===== src/rtl/serial_link_flit_serdes.sv =====
// rtl/serial_link_flit_serdes.sv - flit-to-beat serializer (TX) and beat-to-flit deserializer (RX)
module serial_link_flit_serdes #(
  parameter int unsigned PayloadW = 64,
  parameter int unsigned BeatW    = 16
) (
  input  logic                clk_i,
  input  logic                rst_ni,
  // TX: link layer -> PHY
  input  logic [PayloadW-1:0] flit_i,
  input  logic                flit_valid_i,
  output logic                flit_ready_o,
  output logic [BeatW-1:0]    beat_o,
  output logic                beat_valid_o,
  input  logic                beat_ready_i,
  // RX: PHY -> link layer
  input  logic [BeatW-1:0]    beat_i,
  input  logic                beat_valid_i,
  output logic                beat_ready_o,
  output logic [PayloadW-1:0] flit_o,
  output logic                flit_valid_o,
  input  logic                flit_ready_i,
  input  logic                rx_resync_i
);

  localparam int unsigned NumBeats = (PayloadW + BeatW - 1) / BeatW;
  localparam int unsigned CntW     = (NumBeats > 1) ? $clog2(NumBeats) : 1;
  localparam int unsigned PadW     = NumBeats * BeatW;
  localparam logic [CntW-1:0] LastCnt = CntW'(NumBeats - 1);

  // ---------------- TX path ----------------
  typedef enum logic {TX_IDLE, TX_SEND} tx_state_e;

  tx_state_e                      tx_state;
  logic [CntW-1:0]                tx_cnt;
  logic [NumBeats-1:0][BeatW-1:0] tx_buf;
  logic [PadW-1:0]                tx_pad;
  logic                           tx_last;
  logic                           tx_beat_fire;
  logic                           tx_flit_fire;

  assign tx_pad       = PadW'(flit_i);
  assign tx_last      = (tx_cnt == LastCnt);
  assign tx_beat_fire = beat_valid_o && beat_ready_i;
  // A new flit may be taken while the last beat of the current one leaves, so the link never idles.
  assign flit_ready_o = (tx_state == TX_IDLE) || (tx_last && tx_beat_fire);
  assign tx_flit_fire = flit_valid_i && flit_ready_o;
  // Beat 0 carries the least significant bits; the buffer is cleared on reset so beat_o reads 0.
  assign beat_o       = tx_buf[tx_cnt];

  // TX FSM: load a padded flit, then step through its beats as the PHY accepts them.
  always_ff @(posedge clk_i or negedge rst_ni) begin
    if (!rst_ni) begin
      tx_state     <= TX_IDLE;
      tx_cnt       <= '0;
      tx_buf       <= '0;
      beat_valid_o <= 1'b0;
    end else begin
      case (tx_state)
        TX_IDLE: begin
          if (tx_flit_fire) begin
            tx_buf       <= tx_pad;
            tx_cnt       <= '0;
            tx_state     <= TX_SEND;
            beat_valid_o <= 1'b1;
          end
        end
        TX_SEND: begin
          if (tx_beat_fire) begin
            if (!tx_last) begin
              tx_cnt <= tx_cnt + 1'b1;
            end else begin
              tx_cnt <= '0;
              if (tx_flit_fire) begin
                tx_buf <= tx_pad;
              end else begin
                tx_state     <= TX_IDLE;
                beat_valid_o <= 1'b0;
              end
            end
          end
        end
        default: begin
          tx_state     <= TX_IDLE;
          beat_valid_o <= 1'b0;
        end
      endcase
    end
  end

  // ---------------- RX path ----------------
  logic [CntW-1:0]                rx_cnt;
  logic [NumBeats-1:0][BeatW-1:0] rx_buf;
  logic [NumBeats-1:0][BeatW-1:0] rx_full;
  logic                           rx_last;
  logic                           rx_fire;

  assign rx_last = (rx_cnt == LastCnt);
  // Only the completing beat must wait for a stalled output; earlier beats keep filling the buffer.
  assign beat_ready_o = !rx_resync_i && !(rx_last && flit_valid_o && !flit_ready_i);
  assign rx_fire      = beat_valid_i && beat_ready_o;

  // The completed flit is the stored beats with the arriving beat in the top slot.
  always_comb begin
    rx_full          = rx_buf;
    rx_full[LastCnt] = beat_i;
  end

  // RX assembly and output register: collect beats, publish the flit one cycle after the last beat.
  always_ff @(posedge clk_i or negedge rst_ni) begin
    if (!rst_ni) begin
      rx_cnt       <= '0;
      rx_buf       <= '0;
      flit_o       <= '0;
      flit_valid_o <= 1'b0;
    end else begin
      if (rx_resync_i) begin
        rx_cnt <= '0;
      end else if (rx_fire) begin
        rx_buf[rx_cnt] <= beat_i;
        rx_cnt         <= rx_last ? '0 : rx_cnt + 1'b1;
      end
      if (rx_fire && rx_last) begin
        flit_o       <= PayloadW'(rx_full);
        flit_valid_o <= 1'b1;
      end else if (flit_ready_i) begin
        flit_valid_o <= 1'b0;
      end
    end
  end

endmodule


===== config.mk =====
export PLATFORM = sky130hd
export DESIGN_NAME = serial_link_flit_serdes
export DESIGN_NICKNAME = d
export VERILOG_FILES = /design/src/rtl/serial_link_flit_serdes.sv
export SDC_FILE = /design/constraint.sdc
export NUM_CORES = 1
export LEC_CHECK = 0
export ABC_AREA = 1
export CAP_MARGIN = 15
export CORE_MARGIN = 1
export CORE_UTILIZATION = 45
export DETAILED_ROUTE_END_ITERATION = 8
export GPL_TIMING_DRIVEN = 1
export MAX_ROUTING_LAYER = met4
export PLACE_DENSITY = 0.73
export REMOVE_ABC_BUFFERS = 1
export SYNTH_ARGS = -nofsm -noshare
export SYNTH_HDL_FRONTEND = slang
export SYNTH_SLANG_ARGS = --single-unit

===== constraint.sdc =====
create_clock -name clk_i -period 1.57 [get_ports clk_i]
set_clock_uncertainty 0.05 [all_clocks]
set_input_delay 0.314 -clock clk_i [delete_from_list [all_inputs] [get_ports clk_i]]
set_output_delay 0.314 -clock clk_i [all_outputs]
set_load 0.02 [all_outputs]

==> impl_metrics.json, run 1 <==
{
  "status": "complete, but fails checks",
  "violations": "setup timing",
  "antenna_cells": 0,
  "rsz0062_at_grt": "true",
  "cts_root_buf": "clkbuf_16",
  "syn_area_per_cell_sq_um": 8.679,
  "min_period_ns": 2.000,
  "yosysSeqAreaShare": 0.5869,
  "synthArstFlopShare": 1.000,
  "antenna_found_initial": 0,
  "htreeDepth": 4,
  "grt_pass1_vias": 6624,
  "ys_warn_count": 0,
  "placedCellCount": 1274,
  "hold_violations": 0,
  "cts_buffer_depth": 2,
  "io_buffers": 170,
  "routed_wl_mm": 21.13,
  "clk_latency_ns": 0.43,
  "synth-main-ff-cell": "dfrtp_1",
  "tritoncts": "built",
  "grt_max_degree": 59,
  "place_hpwl_mm": 13.13,
  "drive_above_1_share": 0.1235,
  "place_congestion": 0.8365,
  "drv_cap": 0,
  "setup_tns_ns": -20.76,
  "final_nets": 1172,
  "synth_area_leaders": "dfrtp_1 (59%), nand2_1 (14%), o21ai_0 (5.1%), nand3_1 (4.6%), nand4_1 (4.2%)",
  "hp-class": "input port to flip-flop",
  "leakage_nw": 5.589,
  "core_sq_mm": 0.01676,
  "critPathMaxFanout": 15,
  "critPathLaunchType": "flip-flop",
  "ioPinCount": 171,
  "die_h_microns": 133.7,
  "yosysUniqueCellTypes": 20,
  "track_usage": 0.2505,
  "cp-end-kind": "output port",
  "fin_area_sq_mm": 0.01075,
  "cp.arrival_ns": 1.64,
  "grt_pass1_wl_mm": 34.00,
  "yosysMostFrequentCell": "nand2_1",
  "drv_slew": 0,
  "ys_ff_latch": 183,
  "final-setup-viol-count": 82,
  "dr.pass1.iters": 5,
  "criticalPathCategory": "flip-flop to output port",
  "cts.sinks": 183,
  "critPathRequiredTime_ns": 1.21,
  "period_share": 1.274,
  "tightest_slew_ns": 0.3281,
  "grt_overflow": 0,
  "drt_iter0_drc": 549,
  "placed_cell_area_sq_mm": 0.009970,
  "initial_core_util": 0.4655,
  "synth_edf_count": 0,
  "path_clk_slew_ns": 0.06,
  "ir_drop_mv": 0.9398,
  "via_per_inst": 5.199,
  "synth_top_cell_by_area": "dfrtp_1",
  "post-synth-top-area-fraction": 0.5869,
  "relSlewSlack": 0.7789,
  "rows": 47,
  "die_x_microns": 133.7,
  "cts_made_buffers": 17,
  "num_vias": 6826,
  "p_per_area_mw_per_mm2": 1963,
  "syn_area_sq_mm": 0.007802,
  "total_power_w": 0.02109,
  "drtAntennaViolNets": 0,
  "timing.fmax_mhz": 500.1,
  "fin_cells": 1313,
  "syn-instance-count": 899,
  "die_area_sq_mm": 0.01787,
  "setup_ws_ns": -0.4296,
  "wire_per_inst_microns": 16.09,
  "synth_common_cells": "nand2_1 (298), dfrtp_1 (183), o21ai_0 (79)",
  "drc": 0,
  "synthToLayoutAreaGrowth_pct": 37.72
}
per-stage QoR:
step                      worst slack, ns  hold WS (ns)    util
final                             -0.4296        0.2036  0.6411
after global routing              -0.4665        0.2025  0.6411
after CTS                         -0.3787        0.1889  0.6323
after detailed placement          -0.4737        0.1459  0.5948
after global placement            -0.4591        0.1508  0.5948
after floorplan                    -2.294      -0.03159       -
layout make-up:
type	count	area, sq um
Inverter	74	285.3
Clock inverter	13	193.9
Multi-Input combinational cell	580	2733
Tap cell	220	275.3
Fill cell	1454	6015
Clock buffer	19	442.9
Sequential cell	183	4581
Timing Repair Buffer	224	2235
timing repair:
action	4_1_cts	5_1_grt
hold buffers	1	0
setup endpoints to repair	197	152
hold endpoints to repair	28	0
gates resized for setup	181	52
pin swaps	6	11
gates cloned	2	1
buffers inserted	2	1
report_power, final:
| group | switching, W | internal, W |
|---|---|---|
| clock network | 0.00185 | 0.00274 |
| registers | 0.00121 | 0.00678 |
| logic | 0.00496 | 0.00355 |
final timing paths:
check | from | end | slack [ns] | cells after the start
setup / recovery | tx_cnt[0] | beat_o[2] | -0.43 | 5
hold / removal | flit_valid_i | tx_buf[49] | 0.20 | 3
setup reg to reg | tx_cnt[0] | tx_buf[45] | -0.29 | 8
hold reg to reg | tx_buf[38] | tx_buf[38] | 0.42 | 2
max in group asynchronous | rst_ni | tx_buf[60] | 0.62 | 3
min in group asynchronous | rst_ni | tx_buf[27] | 0.28 | 2
worst max-delay path: stages, from the launching register on:
cell and delay, ns:
dfrtp_2 0.45, clkinv_4 0.13, buf_16 0.18, o21ai_2 0.18
o22ai_2 0.10, buf_4 0.17
kinds of logic (layout without fill, tap and decap cells):
family / Yosys count / after routing / share of synthesized area
and+or+nand+nor: 458 / 458 / 0.2500
buffers and inverters: 136 / 330 / 0.07665
adders and majority gates: 5 / 5 / 0.008018
DFF: 183 / 183 / 0.5869
AOI/OAI and AO/OA: 117 / 117 / 0.07842
per-layer routing:
| layer | GRT usage | part of all wire | vias up |
|---|---|---|---|
| met5 | - | 0 | - |
| met2 | 0.3860 | 0.47 | 281 |
| met1 | 0.3380 | 0.44 | 3236 |
| li1 | - | - | 3287 |
| met3 | 0.05251 | 0.075 | 22 |
| met4 | 0.06439 | 0.014 | 0 |
sequential cells by signal, summed over array words and instances, names as in the netlist:
signal and cells:
rx_cnt 2, rx_buf 48, flit_valid_o 1, tx_state 1, beat_valid_o 1, flit_o 64
tx_cnt 2, tx_buf 64
cells in the final DEF, fill, tap and decap left out, drive strengths merged, types with 4 or more instances in the layout:
| cell type | count |
|---|---|
| nand2 | 299 |
| dfrtp | 183 |
| o21ai | 100 |
| clkdlybuf4s50 | 83 |
| inv | 76 |
| buf | 74 |
| nand3 | 72 |
| dlygate4sd2 | 59 |
| nand4 | 53 |
| nor2 | 34 |
| clkbuf | 20 |
| o22ai | 16 |
| clkinv | 7 |
| clkdlybuf4s15 | 5 |
| ha | 5 |
| bufinv | 4 |
Note: power is estimated with default switching activity, not from simulation.
==> run 2, diff against run 1 <==
Settings changed: PLACE_DENSITY 0.73 to 0.7, RECOVER_POWER from default to 25, REMOVE_ABC_BUFFERS 1 to default.
Clock period 1.57 ns to 2.37 ns, I/O delays scaled along.
==> run 2 against run 1 <==
The flow finishes with violations (capacitance limit, slew limit). Cell area shrank 4.1%. Core utilization shrank 2.6 points. Non-clock buffer count shrank 24. Final cell count fell by 1.8%. Die area is the same. Worst setup slack gained 0.52 ns. Critical endpoint is now beat_o[9].
==> impl_metrics.json, run 2 (synthesized netlist as in run 1, its figures left out) <==
{
  "status": "complete, but fails checks",
  "violations": "capacitance limit, slew limit",
  "critPathMaxFanout": 13,
  "drive_above_1_share": 0.07858,
  "io_buffers": 170,
  "place_congestion": 0.9075,
  "nFillCells": 1468,
  "routed_wl_mm": 20.97,
  "drtAntennaViolNets": 0,
  "drv_cap": 1,
  "ioPinCount": 171,
  "track_usage": 0.2547,
  "final_cell_mix": "nand2_1 (298), dfrtp_1 (183), clkdlybuf4s50_1 (149)",
  "place_hpwl_mm": 13.93,
  "tightest_slew_ns": 1.627,
  "pwr-share-seq": 0.394,
  "period_share": 0.9600,
  "antenna_found_initial": 0,
  "slowest_delay_ns": 0.44,
  "swShare": 0.3904,
  "clk_latency_ns": 0.43,
  "relSlewSlack": -0.08479,
  "cp.arrival_ns": 1.75,
  "critPathLaunchType": "flip-flop",
  "criticalPathCategory": "flip-flop to output port",
  "wire_per_inst_microns": 16.27,
  "final_common_cell": "nand2_1",
  "crit_chain": "buf_4 > o21ai_0 > o22ai_1 > dlygate4sd2_1",
  "grt_max_degree": 88,
  "drv_slew": 58,
  "die_h_microns": 133.7,
  "grt_overflow": 0,
  "initial_core_util": 0.4655,
  "grt_pass1_vias": 6594,
  "r2r_slack_ns": 0.21,
  "ir_drop_mv": 0.7680,
  "core_sq_mm": 0.01676,
  "hold_violations": 0,
  "timing.fmax_mhz": 439.5,
  "cts_root_buf": "clkbuf_16",
  "via_per_inst": 5.284,
  "die_x_microns": 133.7,
  "num_vias": 6811,
  "placedCellCount": 1256,
  "min_period_ns": 2.275,
  "p_sw_w": 0.005254,
  "die_area_sq_mm": 0.01787,
  "cts_made_buffers": 17,
  "antenna_cells": 0,
  "cts_buffer_depth": 2,
  "synthToLayoutAreaGrowth_pct": 32.09,
  "p_per_area_mw_per_mm2": 1306,
  "placed_cell_area_sq_mm": 0.009772,
  "grt_pass1_wl_mm": 34.00,
  "rows": 47,
  "fin_cells": 1289,
  "cp-end-kind": "output port",
  "reg.largest.list": "flit_o x64, tx_buf x64, rx_buf x48",
  "critPathBufInv": 2,
  "htreeDepth": 4,
  "drc": 0,
  "path_clk_slew_ns": 0.07,
  "tritoncts": "built",
  "leakage_nw": 5.128,
  "critPathRequiredTime_ns": 1.85,
  "final_nets": 1148,
  "comb_power_share": 0.394,
  "drt_iter0_drc": 638,
  "cp_top_family": "buffers and inverters",
  "cts.sinks": 183,
  "cts_setup_buffers": 0,
  "p_int_w": 0.008202,
  "cpMaxStageDelayCell": "dfrtp_1",
  "rsz0062_at_grt": "false",
  "synth_fp_nets": 991,
  "dr.pass1.iters": 5,
  "fin_area_sq_mm": 0.01031,
  "hp-class": "input port to flip-flop",
  "final-setup-viol-count": 0,
  "pwr-share-clk": 0.213
}
-- run 2: cell count changes in the layout (fill, tap and decap cells not counted), moves of 4 or more --
cell | previous run | this run
clkdlybuf4s50_1 | 83 | 149
dlygate4sd2_1 | 59 | 2
buf_4 | 48 | 19
o21ai_0 | 57 | 77
clkbuf_2 | 0 | 16
o21ai_1 | 36 | 22
buf_6 | 7 | 1
o21ai_2 | 6 | 0
buf_12 | 12 | 7
inv_8 | 1 | 6
clkdlybuf4s15_1 | 5 | 1
nand2_1 | 294 | 298
-- run 2: what timing repair did --
action | 4_1_cts | 5_1_grt
endpoints found under the setup margin | 18 | 79
gates resized for setup | 32 | 24
endpoints found under the hold margin | 12 | 0
pin swaps | 0 | 1
hold buffers | 1 | 0
-- run 2: worst reg2reg max path, stage by stage (launching register included) --
cell	delay, ns
dfrtp_1	0.43
buf_8	0.23
ha_1	0.18
inv_1	0.08
o21ai_4	0.17
buf_6	0.36
nand2_2	0.12
buf_12	0.20
nand2_1	0.17
nand2_1	0.06
-- run 2: stage by stage --
stage	total power (W)	util	setup TNS, ns	worst slack, ns	hold WS [ns]
2_1_floorplan	0.008244	-	0	0.6147	0.1284
3_3_place_gp	0.01074	0.5831	0	0.04258	0.3990
3_5_place_dp	0.01085	0.5831	0	0.01179	0.4042
4_1_cts	0.01362	0.6193	-0.006985	-0.005843	0.3449
5_1_grt	0.01432	0.6149	0	0.008871	0.3715
6_report	0.01346	0.6149	0	0.09475	0.3620
-- run 2: area by class of cell --
| class | count | area [sq um] | area share |
|---|---|---|---|
| inverter | 74 | 277.8 | 0.02695 |
| clock buffer | 17 | 425.4 | 0.04128 |
| timing repair buffer | 200 | 1933 | 0.1876 |
| clock inverter | 15 | 173.9 | 0.01688 |
| sequential | 183 | 4579 | 0.4443 |
| tap | 220 | 275.3 | 0.02671 |
| multi-input combinational | 580 | 2641 | 0.2563 |
-- run 2: path summary, 6_finish.rpt --
| check | from | cells after the start | to |
|---|---|---|---|
| setup / recovery | tx_cnt[1] | 4 | beat_o[9] |
| hold / removal | beat_valid_i | 3 | rx_buf[9] |
| setup reg to reg | tx_cnt[0] | 9 | tx_buf[39] |
| hold reg to reg | tx_buf[22] | 2 | tx_buf[22] |
| max in group asynchronous | rst_ni | 3 | tx_buf[21] |
| min in group asynchronous | rst_ni | 2 | tx_cnt[1] |
-- run 2: layer usage --
layer	GRT usage	part of all wire	wire length (microns)
met5	-	0	0
met4	0.09154	0.023	484
met3	0.05403	0.075	1571
met2	0.3837	0.46	9699
met1	0.3407	0.44	9219
-- run 2: power groups by stage --
stage                     Combinational, W  Sequential [W]  Clock [W]
after floorplan                    0.00251         0.00573          0
after global placement             0.00545         0.00529          0
after detailed placement           0.00554         0.00532          0
after CTS                          0.00542         0.00529    0.00291
after global routing               0.00584         0.00545    0.00303
final                              0.00530         0.00530    0.00286
==> run 3, diff against run 2 <==
Settings changed: CTS_CLUSTER_SIZE from default to 20.
==> results of run 3 <==
No change in the layout: final DEF, timing and power equal those of run 2.
